File: src/rtl/cca_energy_detect.sv
// cca_energy_detect: CCA busy/idle decision with threshold, hysteresis and debounce,
// plus edge strobes and saturating occupancy counters.
module cca_energy_detect #(
    parameter int RSSI_HALF_DB_WIDTH = 11,
    parameter int HYST_WIDTH         = 5,
    parameter int DEBOUNCE_WIDTH     = 8,
    parameter int STAT_CNT_WIDTH     = 32
) (
    input  logic                                 clk,
    input  logic                                 rstn,
    input  logic signed [RSSI_HALF_DB_WIDTH-1:0] rssi_half_db,
    input  logic                                 rssi_half_db_valid,
    input  logic signed [RSSI_HALF_DB_WIDTH-1:0] rssi_th,
    input  logic        [HYST_WIDTH-1:0]         rssi_hyst,
    input  logic        [DEBOUNCE_WIDTH-1:0]     enter_cnt_th,
    input  logic        [DEBOUNCE_WIDTH-1:0]     exit_cnt_th,
    input  logic                                 force_busy,
    input  logic                                 stat_clear,
    output logic                                 ch_busy,
    output logic                                 ch_busy_rise,
    output logic                                 ch_busy_fall,
    output logic        [STAT_CNT_WIDTH-1:0]     busy_sample_cnt,
    output logic        [STAT_CNT_WIDTH-1:0]     total_sample_cnt
);
    typedef enum logic [1:0] {IDLE, ENTER, BUSY, EXIT} state_t;
    state_t state, state_nx;
    logic [DEBOUNCE_WIDTH-1:0] dcnt, dcnt_nx, dcnt_inc, enter_eff, exit_eff;
    logic signed [RSSI_HALF_DB_WIDTH+1:0] rssi_x, idle_th;
    logic above, below, busy_nx;

    // two guard bits keep rssi_th - rssi_hyst from wrapping at the negative extreme
    assign rssi_x    = {{2{rssi_half_db[RSSI_HALF_DB_WIDTH-1]}}, rssi_half_db};
    assign idle_th   = {{2{rssi_th[RSSI_HALF_DB_WIDTH-1]}}, rssi_th}
                     - {{(RSSI_HALF_DB_WIDTH+2-HYST_WIDTH){1'b0}}, rssi_hyst};
    assign above     = rssi_half_db >= rssi_th;
    assign below     = rssi_x < idle_th;
    assign dcnt_inc  = dcnt + 1'b1;
    assign enter_eff = (enter_cnt_th == '0) ? DEBOUNCE_WIDTH'(1) : enter_cnt_th;
    assign exit_eff  = (exit_cnt_th == '0) ? DEBOUNCE_WIDTH'(1) : exit_cnt_th;

    always_ff @(posedge clk) begin
        if (!rstn) begin
            state <= IDLE;
            dcnt  <= '0;
        end else begin
            state <= state_nx;
            dcnt  <= dcnt_nx;
        end
    end

    always_comb begin
        state_nx = state;
        dcnt_nx  = dcnt;
        if (rssi_half_db_valid) begin
            case (state)
                IDLE: if (above) begin
                    state_nx = (enter_eff == DEBOUNCE_WIDTH'(1)) ? BUSY : ENTER;
                    dcnt_nx  = (enter_eff == DEBOUNCE_WIDTH'(1)) ? '0 : DEBOUNCE_WIDTH'(1);
                end
                ENTER: begin
                    state_nx = !above ? IDLE : (dcnt_inc >= enter_eff) ? BUSY : ENTER;
                    dcnt_nx  = (!above || dcnt_inc >= enter_eff) ? '0 : dcnt_inc;
                end
                BUSY: if (below) begin
                    state_nx = (exit_eff == DEBOUNCE_WIDTH'(1)) ? IDLE : EXIT;
                    dcnt_nx  = (exit_eff == DEBOUNCE_WIDTH'(1)) ? '0 : DEBOUNCE_WIDTH'(1);
                end
                EXIT: begin
                    state_nx = !below ? BUSY : (dcnt_inc >= exit_eff) ? IDLE : EXIT;
                    dcnt_nx  = (!below || dcnt_inc >= exit_eff) ? '0 : dcnt_inc;
                end
                default: begin
                    state_nx = IDLE;
                    dcnt_nx  = '0;
                end
            endcase
        end
    end

    always_comb begin
        busy_nx = (state_nx == BUSY) || (state_nx == EXIT) || force_busy;
    end

    always_ff @(posedge clk) begin
        if (!rstn) begin
            ch_busy      <= 1'b0;
            ch_busy_rise <= 1'b0;
            ch_busy_fall <= 1'b0;
        end else begin
            ch_busy      <= busy_nx;
            ch_busy_rise <= busy_nx & ~ch_busy;
            ch_busy_fall <= ~busy_nx & ch_busy;
        end
    end

    // clear takes priority over a coincident sample
    always_ff @(posedge clk) begin
        if (!rstn || stat_clear) begin
            busy_sample_cnt  <= '0;
            total_sample_cnt <= '0;
        end else if (rssi_half_db_valid) begin
            total_sample_cnt <= total_sample_cnt + STAT_CNT_WIDTH'(total_sample_cnt != '1);
            busy_sample_cnt  <= busy_sample_cnt + STAT_CNT_WIDTH'(busy_nx && busy_sample_cnt != '1);
        end
    end
endmodule

File: config.mk
export PLATFORM = sky130hd
export DESIGN_NAME = cca_energy_detect
export DESIGN_NICKNAME = d
export VERILOG_FILES = /design/src/rtl/cca_energy_detect.sv
export SDC_FILE = /design/constraint.sdc
export NUM_CORES = 1
export LEC_CHECK = 0
export ABC_AREA = 1
export BUFFER_PORTS_ARGS = -buffer_cell sky130_fd_sc_hd__buf_4
export CORE_MARGIN = 10
export CORE_UTILIZATION = 55
export CTS_CLUSTER_DIAMETER = 80
export DETAILED_ROUTE_END_ITERATION = 6
export PLACE_DENSITY = 0.88
export SLEW_MARGIN = 20
export SYNTH_ARGS = -nofsm -noshare
export SYNTH_HDL_FRONTEND = slang
export SYNTH_SLANG_ARGS = --single-unit
File: constraint.sdc
create_clock -name clk -period 5.59 [get_ports clk]
set_input_delay 0.8385 -clock clk [delete_from_list [all_inputs] [get_ports clk]]
set_output_delay 0.8385 -clock clk [all_outputs]
set_load 0.03 [all_outputs]
Word level (Yosys, flattened, before mapping)
Cells that the tools add are included.
{ "word_totals": {"regBits": 77, "input_bits": 48, "word_cells": 62} }
{ "op_classes": {"n_addsub": 4, "n_lt_le_gt_ge": 4, "eq_ne": 11, "mux": 19, "bitwise": 4, "n_reduce_logical": 13} }
{ "op_table": {"columns": ["op", "count"], "rows": [
  ["$add A32 B1 Y32", 2],
  ["$ne A32 B32 Y1 const B", 2],
  ["$mux W8", 6],
  ["$pmux W8 S4", 1],
  ["$mux W2", 9],
  ["$eq A8 B1 Y1 const B", 2],
  ["$ge A8 B8 Y1", 2],
  ["$logic_not A8 Y1", 2],
  ["$lt A11 B12 Y1", 1],
  ["$sub A11 B6 Y12", 1],
  ["$ge A11 B11 Y1", 1],
  ["$add A8 B1 Y8 const B", 1],
  ["$eq A2 B2 Y1 const B", 4],
  ["$pmux W2 S4", 1],
  ["$logic_or A1 B1 Y1", 5],
  ["$ne A2 B2 Y1 const B", 2],
  ["$logic_not A1 Y1", 3],
  ["$reduce_and A3 Y1", 1],
  ["$and A1 B1 Y1", 2],
  ["$eq A2 B1 Y1 const B", 1],
  ["$logic_not A2 Y1", 1],
  ["$mux W1", 2],
  ["$not A1 Y1", 2],
  ["$logic_and A1 B1 Y1", 1]
]} }

Longest topological paths before layout
{ "depth": {"depth_word": 12, "depth_mapped": 39, "mapped_depth_nobuf": 39} }

Worst setup path before layout
Ideal clock, no wire load.
{ "synth_timing": {"path_type": "input -> register", "start": "in rssi_th[0]", "end": "reg busy_sample_cnt[28]", "setup_time_ns": 0.118, "t_arrival_ns": 4.954, "t_required_ns": 5.472, "slack_ns": 0.518, "cell_stages": 34, "cell_sequence": "inv_1 ha_1 inv_1 fa_1 a21o_1 a21oi_1 o21ai_0 nor3_1 nand3_1 xor2_1 ha_1 nand2_1 nor2_1 nand3_1 nor2_1 nor2_1 nand3_1 nand3_1 nand3_1 nand2_1 nand3_1 nand2_1 inv_1 ha_1 ha_1 nand3_1 nor2_1 nand2_1 nor2_1 nand4_1 nor2_1 nand3_1 o21ai_1 a21oi_1"} }
{ "synth_between": {"elab_chain_cells": 10} }
{ "synth_lines": {"columns": ["element", "line", "source"], "rows": [
  ["from (decl)", "13", "input logic signed [RSSI_HALF_DB_WIDTH-1:0] rssi_th,"],
  ["$sub A11 B6 Y12", "34", "- {{(RSSI_HALF_DB_WIDTH+2-HYST_WIDTH){1'b0}}, rssi_hyst};"],
  ["$lt A11 B12 Y1", "36", "assign below = rssi_x < idle_th;"],
  ["$mux W2 (on tied branches)", "69, 64", null],
  ["$pmux W2 S4 (*)", "55", "case (state)"],
  ["$mux W2 (*)", "54", "if (rssi_half_db_valid) begin"],
  ["$eq A2 B2 Y1", "81", "busy_nx = (state_nx == BUSY) || (state_nx == EXIT) || force_busy;"],
  ["$logic_or A1 B1 Y1 (*) (2 in series)", "81", null],
  ["$logic_and A1 B1 Y1 (*)", "103", "busy_sample_cnt <= busy_sample_cnt + STAT_CNT_WIDTH'(busy_nx && busy_sample_cnt != '1);"],
  ["$add A32 B1 Y32 (*)", "103", null],
  ["to (signal assigned)", "103", null],
  ["to (decl)", "22", "output logic [STAT_CNT_WIDTH-1:0] busy_sample_cnt,"]
]} }
Every way passes the cells marked *; elsewhere a longest branch is shown, timed or not.
A chain may end at the register's enable or synchronous reset.

Worst setup path after layout
Ends and elaborated chain as after synthesis.

==> metrics.md <==
| Metric | Value |
|---|---|
| Peak supply drop | 0.000148 V |
| Post-layout min period | 5.06 ns |
| H-tree depth | 3 |
| Sw Share | 27.9% |
| Root Driver | clkbuf_8 |
| Total die area | 0.0142 mm2 |
| FMAX | 198 MHz |
| Slowest CP cell | fa_1 |
| Synthesized cell area | 0.00539 mm2 |
| Gr ovfl total | 0 |
| Critical path class | in -> reg |
| Max cap viols | 0 |
| Finished Layout Cells | 1042 |
| Vias | 5442 |
| Clk_lat worst skew | 0.35 ns |
| Post-synth EDFFs | 0 |
| Top post-synthesis cells by area | dfxtp_1 29%, ha_1 11%, nand2_1 9.8%, inv_1 9.3%, nor2_1 6.0% |
| Worst hold path type | reg -> reg |
| Worst R2R Setup Slack | 1.21 ns |
| Number of global-route vias before repair | 5346 |
| Worst-path fanout max | 4 |
| Syn Area/Cell | 6.87 um2 |
| Die height | 119 um |
| Fin nets | 1001 |
| WP data required | 5.83 ns |
| Pin count of the biggest net entering global routing | 34 |
| DR iter-0 viols | 379 |
| Asr flop ratio synth | 0% |
| Switch Pwr | 0.352 mW |
| Number of distinct library cells after synthesis | 46 |
| Top cells by count, synth | 141 x nand2_1, 134 x inv_1, 86 x nor2_1, 77 x dfxtp_1, 53 x a21oi_1 |
| P&R area growth vs syn | 23.0% |
| PortBufs | 114 |
| Status | complete, no violations |
| Startpoint Class | input pin |
| Drt via density | 5.22 |
| Register bit total from synthesis | 77 |
| Wirelength, routed | 14.1 mm |
| Placed Cells | 1026 |
| Post-CTS Setup Repair Bufs | 0 |
| Pins Over Slew Limit | 0 |
| Wire per inst | 13.6 um |
| Antenna violations before repair | 0 |
| Most common cell in the synthesized netlist | nand2_1 |
| Share of the synthesized area in the top cell type | 28.6% |
| CTS sink cnt | 77 |
| Lkg Pwr | 3.10 nW |
| RSZ-0062 raised after global routing | no |
| Ys Warns | 0 |
| Initial DRT Pass Iterations | 6 |
| IO Pins | 115 |
| Sequential element share of the synthesized area | 28.6% |
| Synthesized Nets | 882 |
| Final setup vio count | 0 |
| Final GP Congestion | 0.881 |
| Hold Vio Cnt, Final | 0 |
| Slowest cell delay on critical path | 0.40 ns |
| CTS Buf Count | 9 |
| DRC violations left | 0 |
| Skew final | 0.0149 ns |
| Cts hold-fix bufs | 0 |
| Clock slew at reported path FFs | 0.08 ns |
| Longest Clk Path Bufs | 2 |
| Yosys top cell by area | dfxtp_1 |
| Die Wd | 119 um |
| HPWL after detailed placement | 11.3 mm |
| # rows | 36 |
| Most used DFF post-synth | dfxtp_1 |
| Worst path arrival time | 5.30 ns |
| CP endpoint kind | flop |
| Global Route Usage Sum | 20.0% |
| Synth Instances | 785 |
| CTS tree | built |
| Pwr/cell area | 190 mW/mm2 |
| Post-CTS Resized | 0 |
| Int Power | 0.910 mW |
| Core area | 0.00968 mm2 |
| Clock power share | 36.3% |
| Total power | 1.26 mW |
| Logic pwr share | 18.9% |
| Antenna diode count | 0 |
| Initial Util | 55.7% |
| Share of cells above drive strength 1 | 19.5% |
| Post-route clock period utilization | 90.6% |
| First-pass GRT wire length | 24.4 mm |
| Sequential power share | 44.9% |
| Final antenna-violating net count | 0 |
| Slew @ Worst Pin | 0.642 ns |
| Slew HR | 56.8% |
==> sequential cells by signal, summed over array words and instances (netlist names) <==
name              count
busy_sample_cnt      32
total_sample_cnt     32
dcnt                  8
state                 2
ch_busy               1
ch_busy_fall          1
ch_busy_rise          1
==> cells by family (layout without fill, tap and decap cells) <==
family	count (synthesis)	after routing	share of synthesized area (%)
simple gates	377	377	34.0
buf+inv	151	275	10.7
compound gates	99	99	10.0
fa+ha+maj	49	49	11.5
xor+xnor	32	32	5.20
flops	77	77	28.6
==> per-layer routing <==
metal | wire, um | up-vias | track usage, %
met3 | 867 | 17 | 5.67
met4 | 201 | 0 | 4.73
li1 | - | 2795 | -
met2 | 7060 | 156 | 35.4
met1 | 6010 | 2474 | 23.1
met5 | 0 | - | 0
==> critical path, delay by kind of cell <==
family | cells | cell delay [ns]
buffers and inverters | 4 | 0.27
AND/OR/NAND/NOR | 20 | 2.17
adder cells (fa/ha/maj) | 5 | 1.13
AO/OA/AOI/OAI | 6 | 0.71
XOR/XNOR | 1 | 0.16
==> path summary, 6_finish.rpt <==
check / from / end / depth (start not counted)
hold reg to reg: ch_busy / ch_busy_rise / 1
hold / removal: ch_busy / ch_busy_rise / 1
setup / recovery: rssi_th[0] / busy_sample_cnt[28] / 36
setup reg to reg: dcnt[0] / busy_sample_cnt[28] / 30
==> area by class of cell <==
class | count | area (um2)
fillers | 839 | 3050
clock inverters | 6 | 86.3
clock buffers | 10 | 128
repair buffers | 117 | 878
well taps | 133 | 166
flip-flops and latches | 77 | 1540
multi-input cells | 557 | 3300
inverters | 142 | 533
==> placed cells by master, fill, tap and decap left out, types with 4 or more instances in the layout <==
| cell | count |
|---|---|
| nor2_1 | 80 |
| a21oi_1 | 52 |
| inv_2 | 8 |
| nor2_4 | 5 |
| o21ai_0 | 26 |
| inv_1 | 133 |
| nor2_2 | 8 |
| dfxtp_1 | 77 |
| nand2_2 | 5 |
| xnor2_1 | 11 |
| ha_1 | 48 |
| buf_4 | 117 |
| nand2_1 | 141 |
| nor3_1 | 29 |
| xor2_1 | 21 |
| clkbuf_8 | 9 |
| and3_1 | 9 |
| o21ai_1 | 4 |
| nand4_1 | 26 |
| nor4_1 | 9 |
| nand3_1 | 42 |
==> stage by stage <==
| step | TNS [ns] | utilization [%] | setup WS (ns) | instance area [um2] | hold WS [ns] |
|---|---|---|---|---|---|
| floorplan | 0 | - | 0.518 | 5390 | 0.494 |
| global placement | 0 | 66.0 | 0.0838 | 6390 | 0.436 |
| detailed placement | -0.0489 | 66.0 | -0.0350 | 6390 | 0.453 |
| CTS | 0 | 68.2 | 0.305 | 6610 | 0.479 |
| global route | 0 | 68.5 | 0.0362 | 6640 | 0.515 |
| finish | 0 | 68.5 | 0.527 | 6640 | 0.476 |
==> power groups by stage <==
stage,combinational [mW],sequential [mW],clock (mW)
2_1_floorplan,0.157,0.581,0
3_5_place_dp,0.235,0.580,0
6_report,0.238,0.567,0.458
4_1_cts,0.236,0.567,0.470
3_3_place_gp,0.228,0.579,0
5_1_grt,0.276,0.568,0.496
(Power assumes the default switching activity.)
